[config.mk]
export PLATFORM = sky130hd
export DESIGN_NAME = program_memory
export DESIGN_NICKNAME = d
export VERILOG_FILES = /design/src/rtl/program_memory.sv
export SDC_FILE = /design/constraint.sdc
export NUM_CORES = 2
export LEC_CHECK = 0
export ABC_AREA = 1
export CAP_MARGIN = 25
export CORE_UTILIZATION = 47
export CTS_BUF_LIST = sky130_fd_sc_hd__clkbuf_8
export DETAILED_ROUTE_END_ITERATION = 8
export HOLD_SLACK_MARGIN = 0.15
export PLACE_DENSITY = 0.64
export REMOVE_ABC_BUFFERS = 1
export SLEW_MARGIN = 25
export SYNTH_ARGS = -nofsm -noshare
export SYNTH_HDL_FRONTEND = slang
export SYNTH_SLANG_ARGS = --single-unit
[constraint.sdc]
create_clock -name clk -period 5.8 [get_ports clk]
set_input_delay 0.87 -clock clk [delete_from_list [all_inputs] [get_ports clk]]
set_output_delay 0.87 -clock clk [all_outputs]
set_load 0.1 [all_outputs]
[src/rtl/program_memory.sv]
// program_memory: 16-bit word instruction store with a byte-serial loader.
// The processor fetches combinationally via pc/instruction. A load session
// writes ld_count words, low byte first, while cpu_rst holds the processor.
// Optional feature: define PROGMEM_CHECKSUM_EN to add a 16-bit running sum
// of all words written since the last accepted ld_start.
`ifndef BITNESS
`define BITNESS 16
`endif

module program_memory #(
  parameter int unsigned ADDR_W = 8,
  parameter logic [15:0] FILL   = 16'h0000
) (
  input  logic                clk,
  input  logic                rst,
  input  logic [`BITNESS-1:0] pc,
  output logic [15:0]         instruction,
  input  logic                ld_start,
  input  logic [ADDR_W:0]     ld_count,
  input  logic [7:0]          ld_data,
  input  logic                ld_valid,
  output logic                ld_ready,
  output logic                cpu_rst,
  output logic                busy,
  output logic                err
`ifdef PROGMEM_CHECKSUM_EN
  ,
  output logic [15:0]         checksum
`endif
);

  localparam int unsigned     Depth    = 1 << ADDR_W;
  localparam logic [ADDR_W:0] MaxCount = {1'b1, {ADDR_W{1'b0}}};
  localparam logic [ADDR_W:0] CountOne = {{ADDR_W{1'b0}}, 1'b1};

  typedef enum logic [1:0] {
    StIdle,
    StLo,
    StHi,
    StRelease
  } state_e;

  state_e              r_state;
  logic [ADDR_W-1:0]   r_waddr;
  logic [ADDR_W:0]     r_remaining;
  logic [7:0]          r_lo;
  logic                r_err;
  logic                r_ld_ready;
  logic                r_busy;
  logic                r_cpu_rst;
  logic [15:0]         r_mem [Depth];

  logic                w_count_ok;
  logic                w_start_ok;
  logic                w_accept;
  logic                w_wr_en;
  logic [15:0]         w_wr_word;
  logic                w_in_range;

  assign w_count_ok = (ld_count != '0) && (ld_count <= MaxCount);
  assign w_start_ok = ld_start && w_count_ok && (r_state == StIdle);
  assign w_accept   = ld_valid && r_ld_ready;
  // rst wins over a byte arriving in HI so a mid-session reset never writes
  assign w_wr_en    = !rst && (r_state == StHi) && w_accept;
  assign w_wr_word  = {ld_data, r_lo};

  // Any set bit above the address field means the fetch is out of range
  assign w_in_range  = ((pc >> ADDR_W) == '0);
  assign instruction = w_in_range ? r_mem[pc[ADDR_W-1:0]] : FILL;

  assign ld_ready = r_ld_ready;
  assign cpu_rst  = r_cpu_rst;
  assign busy     = r_busy;
  assign err      = r_err;

  // Memory write port; contents are deliberately not reset
  always_ff @(posedge clk) begin
    if (w_wr_en) begin
      r_mem[r_waddr] <= w_wr_word;
    end
  end

  // Loader FSM with registered handshake and status outputs
  always_ff @(posedge clk) begin
    if (rst) begin
      r_state     <= StIdle;
      r_waddr     <= '0;
      r_remaining <= '0;
      r_lo        <= '0;
      r_err       <= 1'b0;
      r_ld_ready  <= 1'b0;
      r_busy      <= 1'b0;
      r_cpu_rst   <= 1'b1;
    end else begin
      // Rejected starts: bad count in IDLE, or any start during a session
      if (ld_start && ((r_state != StIdle) || !w_count_ok)) begin
        r_err <= 1'b1;
      end
      case (r_state)
        StIdle: begin
          r_cpu_rst <= 1'b0;
          if (w_start_ok) begin
            r_remaining <= ld_count;
            r_waddr     <= '0;
            r_cpu_rst   <= 1'b1;
            r_ld_ready  <= 1'b1;
            r_busy      <= 1'b1;
            r_state     <= StLo;
          end
        end
        StLo: begin
          if (w_accept) begin
            r_lo    <= ld_data;
            r_state <= StHi;
          end
        end
        StHi: begin
          if (w_accept) begin
            r_waddr     <= r_waddr + 1'b1;
            r_remaining <= r_remaining - 1'b1;
            if (r_remaining == CountOne) begin
              r_ld_ready <= 1'b0;
              r_state    <= StRelease;
            end else begin
              r_state <= StLo;
            end
          end
        end
        StRelease: begin
          r_cpu_rst <= 1'b0;
          r_busy    <= 1'b0;
          r_state   <= StIdle;
        end
        default: begin
          r_ld_ready <= 1'b0;
          r_busy     <= 1'b0;
          r_state    <= StIdle;
        end
      endcase
    end
  end

`ifdef PROGMEM_CHECKSUM_EN
  logic [15:0] r_checksum;

  // Running mod-2^16 sum of words written in the current session
  always_ff @(posedge clk) begin
    if (rst) begin
      r_checksum <= '0;
    end else if (w_start_ok) begin
      r_checksum <= '0;
    end else if (w_wr_en) begin
      r_checksum <= r_checksum + w_wr_word;
    end
  end

  assign checksum = r_checksum;
`endif

endmodule

==> metrics.cfg <==
[clock_tree]
cts.root.buffer_cell=sky130_fd_sc_hd__clkbuf_8
htreeDepth=6
max-clock-path-buffers=4
clkLatencyLatePin_ns=1.24
postCtsResizedCells=0
holdBufCountCts=6
cts_setup_buffers=0
clock-sinks=4127
clock_pin_slew_on_the_worst_setup_and_hold_paths_ns=0.05
tritoncts=yes
numCtsBuffers=654

[finish]
non_filler_instance_count_after_layout=19600
area.growth.synth_to_final_pct=12.0
final_nets=14400
finalCoreUtilization_pct=53.0
final_layout_size_suffix_gt1_share_pct=10.4

[setup_path]
worstRegToRegCells=8
worstPathArrival_ns=4.80
endpoint_kind=output port
critical_path_class=input pin to output port
worst_path_largest_cell_delay_ns=0.71
cp_launch_type=input pin
crit_path_cell_trace=buf_16, clkinv_16, buf_12, buf_12, buf_12, nand2_1, nand3_1, nand3_1, nand3_1, nand3_1, nand2_1, nor2_1, nor2_1, nor2_1, nor2_1, buf_12
data_required_time_at_the_worst_endpoint_ns=4.93
crit_fanout=67
timing.critical_path.slowest_stage_cell=sky130_fd_sc_hd__nor2_1

[timing]
max_freq_mhz=176
final_min_period_over_clock_period_pct=97.7
finalHoldViolCount=0
pins_over_their_slew_limit=0
clock-skew-final_ns=0.0729
final-setup-viol-count=0
slew-limit-headroom_pct=20.5
layout_min_cycle_time_ns=5.67
actual_transition_at_the_worst_max_transition_pin_ns=1.19
rsz_0062_raised_after_global_routing=false

[floorplanning]
die_h_um=598
floorplan.rows=218
placeableCoreArea_um2=353000
die_boundary_width_um=598
number_of_top_level_design_ports=57
total_die_area_um2=358000
initial_core_utilization_pct=47.3

[grt]
grt-busiest-layer=met2
grt_first_pass_wirelength_um=713000
grtUsageTotal_pct=26.8
globalRouteMet1Util_pct=36.9
grt_overflow_total=0
grt_start_max_net_pins=183
first_global_vias=106000
met2_layer_usage_reported_by_global_route_pct=41.8
grt_use_met3_pct=4.88
initial_antenna_violation_count=16

[drt]
drt_drc_violations_left=0
postRouteWirelength_um=490000
vias=113000
drt.antenna.violating_nets=0
detail_route.first_pass.iterations=6
vias_per_cell=5.76
drt_first_iter_violations=14500
avgRoutedWirePerCell_um=25.0

[synth]
synth.avg_cell_area_um2=12.1
synthCells=13900
dominant_register_cell_in_the_synthesized_netlist=sky130_fd_sc_hd__edfxtp_1
ys_seq_elements=4127
ys.warnings.count=0
synth_enable_flop_cells=4096
mappedNetlistArea_um2=167000
netlist-cell-type-count=35
synth_async_sr_flop_share_pct=0
synth-seq-area-share_pct=73.9

[placement]
dp.cells=18400
globalplace.congestion=0.887
post-dp-hpwl_um=278000
io_buffers=56

[pwr]
static-leakage-power_nw=66.3
vdd.ir_drop.worst_uv=232
power_per_cell_area_nw_per_um2=318

[worst_hold_path]
timing.hold.worst.class=input pin to flop
holdPathStages=3

[status]
run_status=finished clean

[flow_run]
max_cap_viol_count=0

==> metal layers <==
metal  vias to the layer above  routed length (um)
met1                     55300              194000
met5                         -                  60
met4                         8               22200
met2                      6097              226000
li1                      50400                   -
met3                       997               47500
==> registers in the layout, summed over array words and instances (netlist names) <==
signal / flops
r_lo: 8
r_mem: 4096
ld_ready: 1
err: 1
r_waddr: 8
r_state: 2
cpu_rst: 1
busy: 1
r_remaining: 9
==> cell type report <==
class	instances	area [um^2]
Clock inverter	491	2310
Multi-Input combinational cell	8722	38100
Timing Repair Buffer	778	7810
Inverter	58	280
Tap cell	4730	5920
Sequential cell	4127	124000
Fill cell	29700	166000
Clock buffer	660	9080
Antenna cell	18	45.0
==> synthesized netlist by cell type (3+ instances only) <==
cell type / n / area (um^2)
sky130_fd_sc_hd__o21ai_0: 77 / 385
sky130_fd_sc_hd__edfxtp_1: 4096 / 123000
sky130_fd_sc_hd__clkbuf_1: 165 / 619
sky130_fd_sc_hd__buf_1: 107 / 402
sky130_fd_sc_hd__a21oi_1: 54 / 270
sky130_fd_sc_hd__nand3_1: 3872 / 19400
sky130_fd_sc_hd__xor2_1: 6 / 52.6
sky130_fd_sc_hd__ha_1: 11 / 138
sky130_fd_sc_hd__nor2_1: 459 / 1720
sky130_fd_sc_hd__inv_2: 3 / 11.3
sky130_fd_sc_hd__buf_4: 206 / 1550
sky130_fd_sc_hd__nor3_1: 6 / 30.0
sky130_fd_sc_hd__a31oi_1: 7 / 43.8
sky130_fd_sc_hd__o21ai_1: 8 / 40.0
sky130_fd_sc_hd__o22ai_1: 32 / 200
sky130_fd_sc_hd__buf_2: 402 / 2010
sky130_fd_sc_hd__nand2_1: 4176 / 15700
sky130_fd_sc_hd__inv_1: 52 / 195
sky130_fd_sc_hd__buf_6: 64 / 721
sky130_fd_sc_hd__dfxtp_1: 31 / 621
sky130_fd_sc_hd__nand4_1: 3 / 18.8
==> where the power goes <==
group	switching [W]	leakage, nW	internal (W)	total (W)
clock network	0.0115	6.70	0.0108	0.0222
logic	0.00319	23.9	0.00112	0.00431
registers	0.000111	35.7	0.0329	0.0330
==> through the flow <==
| step | area (um^2) | setup slack (ns) | setup TNS [ns] | power [W] | hold WS (ns) |
|---|---|---|---|---|---|
| final | 187000 | 0.134 | 0 | 0.0595 | 0.258 |
| after global routing | 187000 | 0.247 | 0 | 0.0613 | 0.248 |
| after CTS | 187000 | 0.285 | 0 | 0.0597 | 0.187 |
| after detailed placement | 176000 | 0.284 | 0 | 0.0378 | 0.463 |
| after global placement | 176000 | 0.281 | 0 | 0.0378 | 0.463 |
| after floorplan | 162000 | -4.80 | -76.80 | 0.0359 | 0.459 |
==> logic make-up (layout without fill, tap and decap cells) <==
kind of cell / Yosys count / in the layout / synth area share, %
other cells: 0 / 18 / 0
simple gates: 8521 / 8521 / 22.0
compound gates: 184 / 184 / 0.590
xor+xnor: 6 / 6 / 0.0314
fa+ha+maj: 11 / 11 / 0.0823
buf+inv: 1004 / 1987 / 3.33
flops: 4127 / 4127 / 73.9
==> cell usage in the layout, fill, tap and decap left out, types with 13 or more instances in the layout <==
| cell | n |
|---|---|
| sky130_fd_sc_hd__o22ai_1 | 32 |
| sky130_fd_sc_hd__a21oi_1 | 54 |
| sky130_fd_sc_hd__nor2_1 | 457 |
| sky130_fd_sc_hd__clkdlybuf4s50_1 | 25 |
| sky130_fd_sc_hd__clkinv_2 | 46 |
| sky130_fd_sc_hd__clkinv_1 | 152 |
| sky130_fd_sc_hd__inv_8 | 17 |
| sky130_fd_sc_hd__dfxtp_1 | 23 |
| sky130_fd_sc_hd__nand3_1 | 3872 |
| sky130_fd_sc_hd__inv_1 | 292 |
| sky130_fd_sc_hd__nand2_2 | 14 |
| sky130_fd_sc_hd__inv_6 | 13 |
| sky130_fd_sc_hd__clkinvlp_4 | 14 |
| sky130_fd_sc_hd__buf_4 | 589 |
| sky130_fd_sc_hd__buf_12 | 141 |
| sky130_fd_sc_hd__nand2_1 | 4160 |
| sky130_fd_sc_hd__clkbuf_8 | 660 |
| sky130_fd_sc_hd__diode_2 | 18 |
| sky130_fd_sc_hd__edfxtp_1 | 4096 |
| sky130_fd_sc_hd__o21ai_0 | 77 |
==> worst max-delay path: cells and delay by family <==
family                 cells  cell delay (ns)
buffers and inverters      6             1.38
and+or+nand+nor           10             2.28
==> path summary, 6_finish.rpt <==
check | start | end | slack [ns]
setup / recovery | pc[0] | instruction[15] | 0.13
hold / removal | ld_count[8] | r_remaining[8] | 0.26
setup reg to reg | r_state[0] | r_mem[97][2] | 1.26
hold reg to reg | ld_ready | ld_ready | 0.48
(Power assumes the default switching activity.)
